--- src/rtl/ram_ctrl.sv ---
// -----------------------------------------------------------------------------
// ram_ctrl
//   Request/response front end for a single-port synchronous RAM. A request is
//   accepted in IDLE and is turned into one memory beat (or, with burst
//   support, req_len+1 consecutive beats). Each beat gives one response on the
//   rsp_* port. A beat whose address is >= DEPTH never touches the RAM and
//   returns rsp_err=1.
//
//   Optional feature macro: RAM_CTRL_BURST_EN
//     undefined : req_len is ignored and every request is a single beat.
//     defined   : request runs req_len+1 beats at incrementing addresses
//                 (wrapping modulo 2^ADDR_W). Writes fill every beat with the
//                 same wdata.
//
//   Ports
//     clk, reset        single clock, synchronous active-high reset
//     req_valid/ready   request handshake; ready only while IDLE
//     req_write         1 = write/fill, 0 = read
//     req_addr          start address
//     req_wdata         write data
//     req_len           beats minus one (burst builds only)
//     rsp_valid/ready   response handshake
//     rsp_rdata         read data (0 for writes and errors)
//     rsp_err           beat address out of range
//     rsp_last          final beat of the request
//     mem_*             RAM port; mem_data_out valid one cycle after
//                       mem_read_enable
//     busy              high whenever the FSM is not IDLE
// -----------------------------------------------------------------------------
module ram_ctrl #(
  parameter int ADDR_W = 10,
  parameter int DATA_W = 8,
  parameter int DEPTH  = 16
) (
  input  logic              clk,
  input  logic              reset,
  input  logic              req_valid,
  output logic              req_ready,
  input  logic              req_write,
  input  logic [ADDR_W-1:0] req_addr,
  input  logic [DATA_W-1:0] req_wdata,
  input  logic [1:0]        req_len,
  output logic              rsp_valid,
  input  logic              rsp_ready,
  output logic [DATA_W-1:0] rsp_rdata,
  output logic              rsp_err,
  output logic              rsp_last,
  output logic              mem_write_enable,
  output logic              mem_read_enable,
  output logic [ADDR_W-1:0] mem_address,
  output logic [DATA_W-1:0] mem_data_in,
  input  logic [DATA_W-1:0] mem_data_out,
  output logic              busy
);

  typedef enum logic [2:0] {
    IDLE,
    WRITE,
    READ,
    RWAIT,
    RESP
  } state_t;

  state_t            state;
  state_t            state_next;
  logic              accept;
  logic              advance;
  logic              last_beat;

  logic              wr_q;
  logic [ADDR_W-1:0] addr_q;
  logic [DATA_W-1:0] wdata_q;
  logic [ADDR_W-1:0] addr_inc;
  logic [DATA_W-1:0] rdata_q;
  logic              err_q;

  // Next beat address; the natural ADDR_W-bit overflow gives the wrap.
  assign addr_inc = addr_q + ADDR_W'(1);

  function automatic logic in_range(input logic [ADDR_W-1:0] a);
    // One extra bit so DEPTH == 2**ADDR_W still compares correctly.
    return ({1'b0, a} < (ADDR_W+1)'(DEPTH));
  endfunction

  // First state of a beat: out-of-range beats skip the RAM entirely.
  function automatic state_t beat_state(input logic w, input logic [ADDR_W-1:0] a);
    if (!in_range(a)) return RESP;
    return w ? WRITE : READ;
  endfunction

`ifdef RAM_CTRL_BURST_EN
  logic [1:0] beats_left;
  assign last_beat = (beats_left == 2'd0);
`else
  assign last_beat = 1'b1;
  logic unused_len;
  assign unused_len = ^req_len;
`endif

  // Next-state logic.
  // NOTE: every signal driven here gets a default first, so no path through the
  // case statement leaves one unassigned and no latch is inferred.
  always_comb begin
    state_next = state;
    accept     = 1'b0;
    advance    = 1'b0;
    unique case (state)
      IDLE: begin
        if (req_valid) begin
          accept     = 1'b1;
          state_next = beat_state(req_write, req_addr);
        end
      end
      WRITE: state_next = RESP;
      READ:  state_next = RWAIT;
      RWAIT: state_next = RESP;
      RESP: begin
        if (rsp_ready) begin
          if (last_beat) begin
            state_next = IDLE;
          end else begin
            advance    = 1'b1;
            state_next = beat_state(wr_q, addr_inc);
          end
        end
      end
      default: state_next = IDLE;
    endcase
  end

  // State register and beat datapath.
  // NOTE: sequential state uses non-blocking assignments so every register
  // samples pre-edge values regardless of statement order.
  always_ff @(posedge clk) begin
    if (reset) begin
      state   <= IDLE;
      wr_q    <= 1'b0;
      addr_q  <= '0;
      wdata_q <= '0;
      rdata_q <= '0;
      err_q   <= 1'b0;
`ifdef RAM_CTRL_BURST_EN
      beats_left <= 2'd0;
`endif
    end else begin
      state <= state_next;
      if (accept) begin
        wr_q    <= req_write;
        addr_q  <= req_addr;
        wdata_q <= req_wdata;
        err_q   <= !in_range(req_addr);
        rdata_q <= '0;
`ifdef RAM_CTRL_BURST_EN
        beats_left <= req_len;
`endif
      end
      if (advance) begin
        addr_q  <= addr_inc;
        err_q   <= !in_range(addr_inc);
        rdata_q <= '0;
`ifdef RAM_CTRL_BURST_EN
        beats_left <= beats_left - 2'd1;
`endif
      end
      // RAM data is valid the cycle after the read strobe, i.e. in RWAIT.
      if (state == RWAIT) begin
        rdata_q <= mem_data_out;
      end
    end
  end

  // Outputs are gated with reset so nothing is requested or presented while an
  // abandoned operation is being flushed.
  assign req_ready        = (state == IDLE)  && !reset;
  assign busy             = (state != IDLE)  && !reset;
  assign rsp_valid        = (state == RESP)  && !reset;
  assign mem_write_enable = (state == WRITE) && !reset;
  assign mem_read_enable  = (state == READ)  && !reset;
  assign mem_address      = addr_q;
  assign mem_data_in      = wdata_q;
  assign rsp_rdata        = rdata_q;
  assign rsp_err          = err_q;
  assign rsp_last         = rsp_valid && last_beat;

endmodule
--- config.mk ---
export PLATFORM = sky130hd
export DESIGN_NAME = ram_ctrl
export DESIGN_NICKNAME = d
export VERILOG_FILES = /design/src/rtl/ram_ctrl.sv
export SDC_FILE = /design/constraint.sdc
export NUM_CORES = 1
export LEC_CHECK = 0
export ABC_AREA = 1
export ABC_CLOCK_PERIOD_IN_PS = 1170
export CORE_ASPECT_RATIO = 0.75
export CORE_UTILIZATION = 35
export DETAILED_ROUTE_END_ITERATION = 10
export PLACE_DENSITY = 0.78
export SYNTH_ARGS = -nofsm -noshare
export SYNTH_HDL_FRONTEND = slang
export SYNTH_SLANG_ARGS = --single-unit
--- constraint.sdc ---
create_clock -name clk -period 1.17 [get_ports clk]
set_input_delay 0.117 -clock clk [delete_from_list [all_inputs] [get_ports clk]]
set_output_delay 0.117 -clock clk [all_outputs]
set_load 0.01 [all_outputs]
==> results.tsv <==
stage	metric	value	unit
drt	1st_pass_router_iterations	4	
drt	route.detailed.drc	0	
worst_setup_path	critPathKind	flop to flop	
clocking	clock_tree.htree_level_count	2	
clocking	insertion_delay	0.27	ns
worst_setup_path	endpoint_kind	flop	
worst_setup_path	worst_ep_arrival_time	1.40	ns
die	die_area	3930	sq um
job	max_cap_violations	0	
power_and_ir_drop	power.net_switching	1.94	mW
synth	post_synth.cell_area_avg	8.22	sq um
final_layout	finished_layout_cell_area	2400	sq um
run_status	run_status	complete, but fails checks	
clocking	cts.sinks	30	
timing	finalHoldViolations	0	
timing	timing.setup.tns	-1.59	ns
final_layout	antenna_cells	0	
clocking	ctsRootBufferMaster	clkbuf_8	
power_and_ir_drop	total_leakage_power	1.01	nW
worst_setup_path	cp-endpoint	mem_address[4]	
power_and_ir_drop	power.combinational.fraction	0.547	
worst_setup_path	ff2ff_path_depth	6	
placed_design	dp_hpwl	2.33	mm
worst_setup_path	cell_family_contributing_the_most_delay_on_the_critical_path	simple AND/OR/NAND/NOR gates	
die	design.core.area	3400	sq um
synth	synth.yosys.warnings	0	
timing	post-route-period-util	1.07	
worst_setup_path	cp_num_cells	6	
drt	ant_nets	0	
synth	yosysTopAreaCell	dfxtp_1	
placed_design	pre_cts_ws	-0.420	ns
timing	slew_violations	0	
synth	ys_top_cells_by_area	dfxtp_1, nand3_1, a21oi_1	
worst_hold_path	hold_path_class	input pin to flop	
worst_setup_path	critPathMaxStageDelay	0.38	ns
die	floorplan.rows	18	
final_layout	final_net_count	271	
clocking	clock_tree.buffer_depth	2	
worst_setup_path	worstSetupStartpoint	state[1]	
timing	fmax	0.801	GHz
worst_setup_path	worstReg2RegStart	state[1]	
clocking	tritoncts	built	
global_routing	wire_length_of_the_first_global_routing_pass	5.94	mm
timing	setup-violations-final	35	
worst_hold_path	holdPathStages	3	
power_and_ir_drop	intPower	3.03	mW
final_layout	syn_to_final_growth	86.4	%
worst_setup_path	critPathLaunchType	flop	
timing	grt_setup_unrepaired	true	
worst_setup_path	cp_cell_sequence	nor3_4 -> buf_6 -> buf_12 -> nand2_8 -> nand2_4 -> a21oi_2	
timing	final_period_minus_worst_setup_slack	1.25	ns
synth	yosysTopAreaCellShare	0.466	
worst_setup_path	critPathSlowestCell	dfxtp_4	
synth	yosys_register_bits	30	
timing	layout_setup_ws	-0.0781	ns
power_and_ir_drop	power-per-cell-area	2070	nW/um^2
final_layout	final-seq-area	609	sq um
timing	final.hold.worst_slack	0.419	ns
drt	vias	1371	
global_routing	globalRouteOverflowTotal	0	
timing	timing_worst_slew_pin_value	0.329	ns
worst_setup_path	worst_path_buf_inv	2	
die	initial_core_util	0.379	
worst_setup_path	reg2reg_setup_slack	-0.08	ns
worst_setup_path	critical_path_required	1.32	ns
placed_design	detailed_place.area	2040	sq um
synth	synth_area	1290	sq um
synth	ys_types	19	
final_layout	num-fill-cells	301	
power_and_ir_drop	power.ir.vdd_worst	0.00110	V
drt	viasPerCell	4.78	
global_routing	antenna_found_initial	0	
power_and_ir_drop	seq_power_share	0.291	
die	horizontal_extent_of_the_die	72.1	um
global_routing	grt_util_all_layers	0.205	
global_routing	vias_in_the_first_global_route	1250	
global_routing	grt_start_max_net_pins	20	
clocking	clk_pin_slew	0.06	ns
timing	slew_headroom	0.781	
drt	postRouteWirelength	3.91	mm
clocking	cts-hold-fix-buffers	0	
power_and_ir_drop	swShare	0.391	
worst_setup_path	worstPathMaxFanout	7	
final_layout	multi_input_comb_area	847	sq um
timing	finalClockSkew	0.00504	ns
die	vertical_die_dimension	54.6	um
synth	syn-num-nets	190	
run_status	failing_checks	negative setup slack	
worst_setup_path	reg2reg_to	mem_address[4]	
drt	drt-initial-drc-count	43	
synth	part_of_the_yosys_area_used_for_sequential_elements	0.466	
power_and_ir_drop	share_clk_of_total_power	0.162	
synth	synthCells	157	
placed_design	port_buffers	63	
placed_design	finalWeightedCongestion	0.773	
clocking	cts_made_buffers	5	
die	io_pins	66	
final_layout	layout-drive-gt1-share	0.401	
drt	wl_per_cell	13.6	um
state kept, by name, summed over array words and instances, names as in the netlist:
signal,count
mem_address,10
state,3
mem_data_in,8
rsp_err,1
rsp_rdata,8
power groups by stage:
stage,clock network [mW],logic (mW),registers (mW)
2_1_floorplan,0,1.12,1.42
3_3_place_gp,0,1.93,1.38
3_5_place_dp,0,1.95,1.38
4_1_cts,0.828,2.45,1.40
5_1_grt,0.891,2.92,1.47
6_report,0.805,2.72,1.44
cell usage after synthesis:
library cell and instances:
dfxtp_1 30, nand2_1 29, nand3_1 27, a21oi_1 24, nor2_1 9, a21oi_2 6, buf_6 6, nand2_2 5
clkbuf_1 4, inv_1 3, nand3b_1 3, buf_4 2, nand3_2 2, nor4_1 2, buf_2 1, nand2_4 1
nor3_1 1, nor3_4 1, or2_0 1
final cells by class:
cell class                 instances  share of cell area
clock buffer                       6              0.0343
multi-input combinational        114               0.352
sequential                        30               0.253
timing repair buffer              84               0.329
tap                               50              0.0260
inverter                           3             0.00468
through the flow:
| stage | power [mW] | instances | util |
|---|---|---|---|
| after floorplan | 2.54 | 157 | - |
| after global placement | 3.31 | 274 | 0.600 |
| after detailed placement | 3.33 | 274 | 0.600 |
| after CTS | 4.68 | 285 | 0.657 |
| after global routing | 5.28 | 287 | 0.707 |
| final | 4.97 | 287 | 0.707 |
worst register-to-register path, cell delays in order, from the launching register on:
cell and delay [ns]:
dfxtp_4 0.38, nor3_4 0.21, buf_6 0.17, buf_12 0.13
nand2_8 0.10, nand2_4 0.09, a21oi_2 0.04
how the worst min path moves through the flow:
stage / to / from / slack (ns)
6_report: rsp_rdata[0] / mem_data_out[0] / 0.42
5_1_grt: rsp_rdata[1] / mem_data_out[1] / 0.41
4_1_cts: rsp_rdata[3] / mem_data_out[3] / 0.41
3_5_place_dp: mem_data_in[1] / mem_data_in[1] / 0.45
3_3_place_gp: mem_data_in[4] / mem_data_in[4] / 0.45
2_1_floorplan: rsp_rdata[0] / mem_data_out[0] / 0.27
layer usage:
metal  wire (um)  global-route usage  vias up
met5           0                   0        -
met4          18              0.0392        0
met3         269              0.0902        2
met2        1890               0.354       49
met1        1730               0.242      625
li1            -                   -      695
logic make-up (layout without fill, tap and decap cells):
logic type,after synthesis,after routing,synth area share
AND/OR/NAND/NOR,81,84,0.312
buffers and inverters,16,93,0.0882
flip-flops,30,30,0.466
AO/OA/AOI/OAI,30,30,0.134
layout by cell type, fill, tap and decap left out:
cell,count
a21oi_1,11
a21oi_2,19
buf_12,4
buf_2,6
buf_4,12
buf_6,5
clkbuf_8,6
clkdlybuf4s50_1,29
dfxtp_1,27
dfxtp_2,1
dfxtp_4,2
dlygate4sd2_1,28
inv_1,2
inv_2,1
nand2_1,15
nand2_2,10
nand2_4,9
nand2_8,4
nand3_1,17
nand3_2,12
nand3b_1,3
nor2_1,8
nor2_2,1
nor3_1,1
nor3_4,1
nor4_2,1
nor4_4,1
or2_1,1
what timing repair did:
action	4_1_cts	5_1_grt
gates resized for setup	80	37
gates cloned	3	0
pin swaps	4	3
buffers inserted	2	2
setup endpoints to repair	63	36
No activity file was read; power rests on OpenSTA's default activity.
